--- src/rtl/subtr_div_ctrl_if.sv ---
// Start/done divide handshake between the sequencer (master) and the divide unit (slave).
// Results stay registered on the slave side until the next accepted start.
interface subtr_div_ctrl_if #(
    parameter int WIDTH = 8
);
    logic             start;
    logic [WIDTH-1:0] dividend;
    logic [WIDTH-1:0] divisor;
    logic             busy;
    logic             done;
    logic [WIDTH-1:0] quotient;
    logic [WIDTH-1:0] remainder;
    logic             div_by_zero;

    modport master (
        output start, dividend, divisor,
        input  busy, done, quotient, remainder, div_by_zero
    );

    modport slave (
        input  start, dividend, divisor,
        output busy, done, quotient, remainder, div_by_zero
    );
endinterface

--- src/rtl/subtr_div_ctrl.sv ---
// Restoring unsigned divider on one shared ripple subtractor: WIDTH iterations, done WIDTH+1 cycles after accept
// (next cycle for divide-by-zero); start is only accepted in IDLE/DONE and ignored while busy.
module subtr_div_ctrl #(
    parameter int WIDTH = 8
) (
    input  logic             clk,
    input  logic             rst_n,
    subtr_div_ctrl_if.slave  bus
);
    localparam int CW = (WIDTH > 1) ? $clog2(WIDTH) : 1;

    typedef enum logic [1:0] {
        IDLE = 2'd0,
        RUN  = 2'd1,
        DONE = 2'd2
    } state_t;

    state_t           state;
    state_t           state_nxt;
    logic             accept;
    logic             last;

    logic [WIDTH-1:0] d_q;
    logic [WIDTH-1:0] v_q;
    // Partial remainder is always below V and only ever holds a WIDTH-1 bit dividend prefix.
    logic [WIDTH-2:0] r_q;
    logic [WIDTH-2:0] q_q;
    logic [CW-1:0]    cnt;

    logic [WIDTH-1:0] quo;
    logic [WIDTH-1:0] rem;
    logic             dbz;

    logic [WIDTH-1:0] t;
    logic [WIDTH-1:0] diff;
    logic             borrow_out;
    logic [WIDTH-1:0] r_next;
    logic [WIDTH-1:0] q_next;

    assign t = {r_q, d_q[WIDTH-1]};

    always_comb begin
        logic b;
        b    = 1'b0;
        diff = '0;
        for (int i = 0; i < WIDTH; i++) begin
            diff[i] = t[i] ^ v_q[i] ^ b;
            b       = (~t[i] & v_q[i]) | (~(t[i] ^ v_q[i]) & b);
        end
        borrow_out = b;
    end

    assign r_next = borrow_out ? t : diff;
    assign q_next = {q_q, ~borrow_out};

    always_comb begin
        state_nxt = state;
        accept    = 1'b0;
        last      = 1'b0;
        case (state)
            IDLE, DONE: begin
                if (bus.start) begin
                    accept    = 1'b1;
                    state_nxt = (bus.divisor == '0) ? DONE : RUN;
                end else begin
                    state_nxt = IDLE;
                end
            end
            RUN: begin
                if (cnt == CW'(WIDTH - 1)) begin
                    last      = 1'b1;
                    state_nxt = DONE;
                end
            end
            default: state_nxt = IDLE;
        endcase
    end

    always_ff @(posedge clk) begin
        if (!rst_n) begin
            state <= IDLE;
        end else begin
            state <= state_nxt;
        end
    end

    always_ff @(posedge clk) begin
        if (!rst_n) begin
            d_q <= '0;
            v_q <= '0;
            r_q <= '0;
            q_q <= '0;
            cnt <= '0;
            quo <= '0;
            rem <= '0;
            dbz <= 1'b0;
        end else if (accept) begin
            if (bus.divisor == '0) begin
                quo <= '1;
                rem <= bus.dividend;
                dbz <= 1'b1;
            end else begin
                d_q <= bus.dividend;
                v_q <= bus.divisor;
                r_q <= '0;
                q_q <= '0;
                cnt <= '0;
                dbz <= 1'b0;
            end
        end else if (state == RUN) begin
            d_q <= {d_q[WIDTH-2:0], 1'b0};
            r_q <= r_next[WIDTH-2:0];
            q_q <= q_next[WIDTH-2:0];
            cnt <= cnt + CW'(1);
            if (last) begin
                quo <= q_next;
                rem <= r_next;
            end
        end
    end

    assign bus.busy        = (state == RUN);
    assign bus.done        = (state == DONE);
    assign bus.quotient    = quo;
    assign bus.remainder   = rem;
    assign bus.div_by_zero = dbz;
endmodule

--- src/flat_wrapper.sv ---
// flat-port wrapper written by rule: the top's interface ports become plain ports
module subtr_div_ctrl_flat 
#(
    parameter int WIDTH = 8
)
  (clk, rst_n, bus_start, bus_dividend, bus_divisor, bus_busy, bus_done, bus_quotient, bus_remainder, bus_div_by_zero);
  subtr_div_ctrl_if #(.WIDTH(WIDTH)) bus_i ();
  input  logic clk;
  input  logic rst_n;
  input wire logic [$bits(bus_i.start)-1:0] bus_start;
  input wire logic [$bits(bus_i.dividend)-1:0] bus_dividend;
  input wire logic [$bits(bus_i.divisor)-1:0] bus_divisor;
  output wire logic [$bits(bus_i.busy)-1:0] bus_busy;
  output wire logic [$bits(bus_i.done)-1:0] bus_done;
  output wire logic [$bits(bus_i.quotient)-1:0] bus_quotient;
  output wire logic [$bits(bus_i.remainder)-1:0] bus_remainder;
  output wire logic [$bits(bus_i.div_by_zero)-1:0] bus_div_by_zero;
  assign bus_i.start = bus_start;
  assign bus_i.dividend = bus_dividend;
  assign bus_i.divisor = bus_divisor;
  assign bus_busy = bus_i.busy;
  assign bus_done = bus_i.done;
  assign bus_quotient = bus_i.quotient;
  assign bus_remainder = bus_i.remainder;
  assign bus_div_by_zero = bus_i.div_by_zero;
  subtr_div_ctrl #(.WIDTH(WIDTH)) u_core (.clk(clk), .rst_n(rst_n), .bus(bus_i));
endmodule
--- config.mk ---
export PLATFORM = sky130hd
export DESIGN_NAME = subtr_div_ctrl_flat
export DESIGN_NICKNAME = d
export VERILOG_FILES = /design/src/rtl/subtr_div_ctrl_if.sv /design/src/rtl/subtr_div_ctrl.sv /design/src/flat_wrapper.sv
export SDC_FILE = /design/constraint.sdc
export NUM_CORES = 1
export LEC_CHECK = 0
export CORE_AREA = 2 2 76 78
export CTS_CLUSTER_DIAMETER = 120
export CTS_CLUSTER_SIZE = 28
export DETAILED_ROUTE_END_ITERATION = 6
export DIE_AREA = 0 0 78 80
export GPL_ROUTABILITY_DRIVEN = 0
export HOLD_SLACK_MARGIN = 0.06
export PLACE_DENSITY = 0.67
export REMOVE_ABC_BUFFERS = 1
export SLEW_MARGIN = 5
export SYNTH_ARGS = -nofsm -noshare
export SYNTH_HDL_FRONTEND = slang
export SYNTH_SLANG_ARGS = --single-unit
--- constraint.sdc ---
create_clock -name clk -period 8.85 [get_ports clk]
set_input_delay 1.77 -clock clk [delete_from_list [all_inputs] [get_ports clk]]
set_output_delay 1.77 -clock clk [all_outputs]
set_load 0.01 [all_outputs]
== Word-level counts from Yosys, hierarchy flattened ==
Cells that the tools add are included.

* Bits in read-only memories: 0
* Bits in latches: 0
* Memories: 0
* Flip-flop bits (word level): 52
* Output and inout port bits: 19
* Bits of input ports: 19
* Word-level logic and storage cells: 107
* RAM bits: 0

* Muxes and demuxes: 29
* Equality and inequality tests: 6
* Multipliers: 0
* Bitwise logic cells: 54
* Divide/modulo/power cells: 0
* Reductions and logical operators: 8
* Add/subtract/negate cells: 1
* Order comparisons: 0
* Shifts and indexed selects: 0

{| class="wikitable"
|+ Operator list
! kind !! count
|-
| 8-bit 2-to-1 mux || 12
|-
| 7-bit 2-to-1 mux || 5
|-
| 1-bit NOT || 17
|-
| 1-bit bitwise AND || 15
|-
| 1-bit XOR || 15
|-
| 3-bit 2-to-1 mux || 3
|-
| 8-bit logical NOT || 1
|-
| 1-bit bitwise OR || 7
|-
| 2-bit 2-to-1 mux || 3
|-
| 1-bit 2-to-1 mux || 5
|-
| 2-bit inequality test, second input constant || 2
|-
| 2-bit case mux with 2 select lines || 1
|-
| 2-bit AND reduction || 2
|-
| 2-bit nonzero test || 2
|-
| 3-bit by 1-bit adder with 3-bit output, second input constant || 1
|-
| 3-bit equality test, second input constant || 1
|-
| 3-bit AND reduction || 1
|-
| 2-bit by 1-bit equality test with 1-bit output, second input constant || 1
|-
| 2-bit equality test, second input constant || 1
|-
| 2-bit logical NOT || 1
|-
| 2-bit by 1-bit inequality test with 1-bit output, second input constant || 1
|-
| 2-bit OR reduction || 1
|}

== Logic depth before layout (Yosys ltp) ==
* Word-level depth: 20
* Mapped depth: 18
* Mapped depth without buffers: 16

== Least setup slack after synthesis ==
No wires, ideal clock.

* Kind: reg-to-reg
* Start point: register u_core.d_q[7]
* End point: register u_core.rem[7], in the netlist u_core.bus.remainder[7]
* Clock period less this slack: 3.875 ns
* Library setup time: 0.127 ns
* Arrival time: 3.749 ns
* Required time: 8.723 ns
* Path buffers: 2
* Setup slack: 4.975 ns
* Stages on the path, launching flop included: 19
* Cell sequence: dfxtp_1 inv_1 ha_1 inv_1 fa_1 inv_1 fa_1 fa_1 fa_1 fa_1 fa_1 inv_1 fa_1 clkbuf_1 clkbuf_1 mux2i_1 nand2_1 o2111ai_1 o21ai_0

* Longest elaborated chain between the ends: 20
* Elaborated cells on any way between the ends: 21
* Classes of those cells: mux (4); bitwise (17)

{| class="wikitable"
|+ RTL lines
! item !! line !! source
|-
| start, declared || subtr_div_ctrl.sv:23 || <nowiki>logic [WIDTH-1:0] d_q;</nowiki>
|-
| start signal, assigned || subtr_div_ctrl.sv:103 || <nowiki>d_q <= bus.dividend;</nowiki>
|-
| start signal, assigned || subtr_div_ctrl.sv:111 || <nowiki>d_q <= {d_q[WIDTH-2:0], 1'b0};</nowiki>
|-
| 1-bit NOT (*) || subtr_div_ctrl.sv:48 || <nowiki>b = (~t[i] & v_q[i]) | (~(t[i] ^ v_q[i]) & b);</nowiki>
|-
| 1-bit bitwise AND (*) (2 in a row) || subtr_div_ctrl.sv:48 ||
|-
| 1-bit bitwise OR (*) || subtr_div_ctrl.sv:48 ||
|-
| 1-bit bitwise AND (*) || subtr_div_ctrl.sv:48 ||
|-
| 1-bit bitwise OR (*) || subtr_div_ctrl.sv:48 ||
|-
| 1-bit bitwise AND (*) || subtr_div_ctrl.sv:48 ||
|-
| 1-bit bitwise OR (*) || subtr_div_ctrl.sv:48 ||
|-
| 1-bit bitwise AND (*) || subtr_div_ctrl.sv:48 ||
|-
| [3 not listed] || - ||
|-
| 1-bit bitwise AND (*) || subtr_div_ctrl.sv:48 ||
|-
| 1-bit bitwise OR (*) || subtr_div_ctrl.sv:48 ||
|-
| 1-bit bitwise AND || subtr_div_ctrl.sv:48 ||
|-
| 1-bit bitwise OR || subtr_div_ctrl.sv:48 ||
|-
| 8-bit 2-to-1 mux (*) || subtr_div_ctrl.sv:53 || <nowiki>assign r_next = borrow_out ? t : diff;</nowiki>
|-
| 8-bit 2-to-1 mux (*) || subtr_div_ctrl.sv:115 || <nowiki>if (last) begin</nowiki>
|-
| 8-bit 2-to-1 mux (*) || subtr_div_ctrl.sv:110 || <nowiki>end else if (state == RUN) begin</nowiki>
|-
| 8-bit 2-to-1 mux (*) || subtr_div_ctrl.sv:97 || <nowiki>end else if (accept) begin</nowiki>
|-
| end signal, assigned || subtr_div_ctrl.sv:100 || <nowiki>rem <= bus.dividend;</nowiki>
|-
| end signal, assigned || subtr_div_ctrl.sv:117 || <nowiki>rem <= r_next;</nowiki>
|-
| end, declared || subtr_div_ctrl.sv:31 || <nowiki>logic [WIDTH-1:0] rem;</nowiki>
|}

Mark *: on every way between the ends. The rest lies on a longest branch, timed or not. The select of a mux whose other input is x is not followed.
A chain may end at the register's enable or synchronous reset.

== Worst setup path after layout ==
* Start point: register u_core.state[0]
* End point: output port bus_busy

* Longest elaborated chain between the ends: 1

{| class="wikitable"
|+ RTL lines
! item !! line !! source
|-
| start, declared || subtr_div_ctrl.sv:18 || <nowiki>state_t state;</nowiki>
|-
| start signal, assigned || subtr_div_ctrl.sv:83 || <nowiki>state <= state_nxt;</nowiki>
|-
| 2-bit by 1-bit equality test with 1-bit output || subtr_div_ctrl.sv:122 || <nowiki>assign bus.busy = (state == RUN);</nowiki>
|-
| end, declared || flat_wrapper.sv:13 || <nowiki>output wire logic [$bits(bus_i.busy)-1:0] bus_busy;</nowiki>
|}

Every way passes these cells.

==> impl_metrics.toml <==
[status]
outcome = "finished clean"

[clocking]
postCtsHoldBufs = 0
clkLatencyLatePin_ns = 0.30
clock-root-buffer = "clkbuf_8"
cts_tree = "yes"
cts-htree-levels = 2
cts_setup_buffers = 0
cts_made_buffers = 5
postCtsResizedCells = 0
cts_sinks = 52
cts.reportedPaths.clkPinSlew_ns = 0.10
clock_path_buffers = 2

[sta]
tns_ns = 0
setup_violations = 0
final.setup_skew_ns = 0.00477
fmax_mhz = 227
rsz0062_at_grt = "no"
slew_headroom_pct = 28.7
final_hold_viol_count = 0
post-route-period-util_pct = 49.7
finalMaxSlewViolations = 0
fin_crit_ns = 4.40
worstMarginPinSlew_ns = 1.07

[logic_synthesis]
syn_inst = 263
yosysUniqueCellTypes = 35
synth_top_area_share_pct = 44.1
synth_area_leaders = "dfxtp_1 44%, nand2_1 8.4%, fa_1 5.9%"
yosysTopAreaCell = "dfxtp_1"
syn-cell-area_um2 = 2360
yosysSeqAreaShare_pct = 44.1
ys_ff_latch = 52
yosysWarnings = 0
avgSynthCellArea_um2 = 8.98

[routing]
vias = 1942
met3_length_um = 319
wl_per_cell_um = 14.8
wirelength_mm = 5.35
viasPerCell = 5.39
drt_iter0_drc = 135
drc = 0
dr_wl_met2_mm = 2.50
m1WireLength_mm = 2.44
drtPass1Iterations = 4
ant_nets = 0
top_layer = "met4"

[setup_path]
crit_family = "buffers and inverters"
worst_ep_arrival_time_ns = 2.63
cp_num_cells = 3
reg2reg_depth = 15
slowest_stage = "inv_1"
critPathRequiredTime_ns = 7.08
setup.worst_path.end_class = "primary output"
worst_setup_path_start_kind = "flip-flop"
crit_buf_inv = 2
path_class = "reg2out"
crit_fanout = 23
max_stage_delay_ns = 0.80
crit_chain = "nand2b_1 -> inv_1 -> clkdlybuf4s50_1"

[power_and_ir_drop]
power.density_nw_per_um2 = 183
p_leak_nw = 1.10
p_total_uw = 520
ir_drop_mv = 0.0862

[finish]
diodes = 0
nFillCells = 506
final_util_pct = 52.5
design_area_um2 = 2840
final_cells = 360
layout-drive-gt1-share_pct = 9.03
syn_to_final_growth_pct = 20.1
finalNetCount = 316

[floorplanning]
die_y_um = 80
rows = 27
die-area_um2 = 6240
core_area_um2 = 5410
die_w_um = 78
start_util_pct = 43.7
top_level_ports = 38

[grt]
grt_use_total_pct = 18.0
grt_overflow = 0
antenna_found_initial = 0
grt_pass1_wl_mm = 8.96
grt_max_degree = 31
grt_pass1_vias = 1830

[placement]
place.port_buffers = 37
placed_cell_area_um2 = 2730
hpwl_mm = 3.54
dp_cells = 352

[min_path]
hold_path.class = "reg2reg"
hold_path_depth = 2

[job]
drv_cap = 0
cells by family after synthesis:
family                   Yosys count  synth area share, %
adder cells (fa/ha/maj)           10                 7.52
buffers and inverters             35                 6.89
AO/OA/AOI/OAI                     66                 22.8
multiplexers                       2                0.847
AND/OR/NAND/NOR                   98                 17.9
flip-flops                        52                 44.1
through the flow:
step           worst slack, ns  hold slack, ns
2_1_floorplan             5.01           0.436
3_3_place_gp              4.60           0.445
3_5_place_dp              4.60           0.448
4_1_cts                   4.50           0.461
5_1_grt                   4.31           0.489
6_report                  4.45           0.461
cells in the mapped netlist:
library cell / instances
nand2_1: 53
dfxtp_1: 52
nor2_1: 23
inv_1: 13
clkbuf_1: 12
a2bb2oi_1: 11
o21ai_0: 11
a21oi_1: 9
a311oi_1: 8
o221a_2: 8
buf_2: 7
fa_1: 7
nor3_1: 7
o211a_1: 5
o211ai_1: 5
buf_6: 3
ha_1: 3
mux2i_1: 2
nand2b_1: 2
nand3_1: 2
nand4_1: 2
nor2b_1: 2
o21a_1: 2
o22ai_1: 2
or4_4: 2
a211oi_2: 1
and2_1: 1
and3_1: 1
nand3b_1: 1
nor2_2: 1
o2111ai_1: 1
o21ai_4: 1
o31ai_1: 1
o31ai_4: 1
or2_2: 1
state kept, by name, summed over array words and instances, names as in the netlist:
register / count
u_core.bus.quotient: 8
u_core.bus.remainder: 8
u_core.d_q: 8
u_core.v_q: 8
u_core.q_q: 7
u_core.r_q: 7
u_core.cnt: 3
u_core.state: 2
u_core.bus.div_by_zero: 1
worst reg2reg max path, cell delays in order (launching register included):
cell      delay [ns]
dfxtp_1         0.38
inv_1           0.06
ha_1            0.17
inv_1           0.06
fa_1            0.15
inv_1           0.05
fa_1            0.37
fa_1            0.38
fa_1            0.39
fa_1            0.40
fa_1            0.37
inv_1           0.07
fa_1            0.52
o21ai_0         0.18
or2_2           0.30
a311oi_1        0.24
routing by layer:
layer / vias up / track usage, %
met5: - / 0
met4: 0 / 4.91
met3: 8 / 4.41
met2: 54 / 29.1
met1: 922 / 24.2
li1: 958 / -
placed cells by master (no fill, tap or decap), types with 2 or more instances in the layout:
cell | netlist | final
o21a_1 | 2 | 2
a311oi_1 | 8 | 8
a21oi_1 | 9 | 9
o221a_2 | 8 | 8
a2bb2oi_1 | 11 | 11
buf_4 | 0 | 2
nand4_1 | 2 | 2
dfxtp_1 | 52 | 52
nor2_1 | 23 | 23
nand2_1 | 53 | 53
o211ai_1 | 5 | 5
clkbuf_8 | 0 | 5
o21ai_0 | 11 | 11
ha_1 | 3 | 3
nand3_1 | 2 | 2
nor3_1 | 7 | 7
inv_1 | 13 | 13
o22ai_1 | 2 | 2
fa_1 | 7 | 7
clkdlybuf4s50_1 | 0 | 37
mux2i_1 | 2 | 2
or4_4 | 2 | 2
o211a_1 | 5 | 5
nand2b_1 | 2 | 2
power breakdown:
part | total [mW] | internal (mW) | leakage [nW] | switching (mW)
clock | 0.164 | 0.0838 | 0.0541 | 0.0800
combinational | 0.103 | 0.0423 | 0.626 | 0.0611
sequential | 0.252 | 0.245 | 0.423 | 0.00737
path summary, 6_finish.rpt:
| check | start | to | slack (ns) |
|---|---|---|---|
| setup / recovery | u_core.state[0]$_SDFFE_PN0P_ | bus_busy | 4.45 |
| hold / removal | u_core.v_q[1]$_SDFFE_PN0P_ | u_core.v_q[1]$_SDFFE_PN0P_ | 0.46 |
| setup reg to reg | u_core.d_q[7]$_SDFFE_PN0P_ | u_core.bus.remainder[6]$_SDFFE_PN0P_ | 4.68 |
| hold reg to reg | u_core.v_q[1]$_SDFFE_PN0P_ | u_core.v_q[1]$_SDFFE_PN0P_ | 0.46 |
final cells by class:
type	count	area [um2]	area share, %
clock buffer	5	68.8	2.43
clock inverter	3	42.5	1.50
inverter	13	48.8	1.72
multi-input combinational	176	1160	40.9
sequential	52	1040	36.7
tap	72	90.1	3.17
timing repair buffer	39	385	13.6
Note: power is estimated with default switching activity, not from simulation.
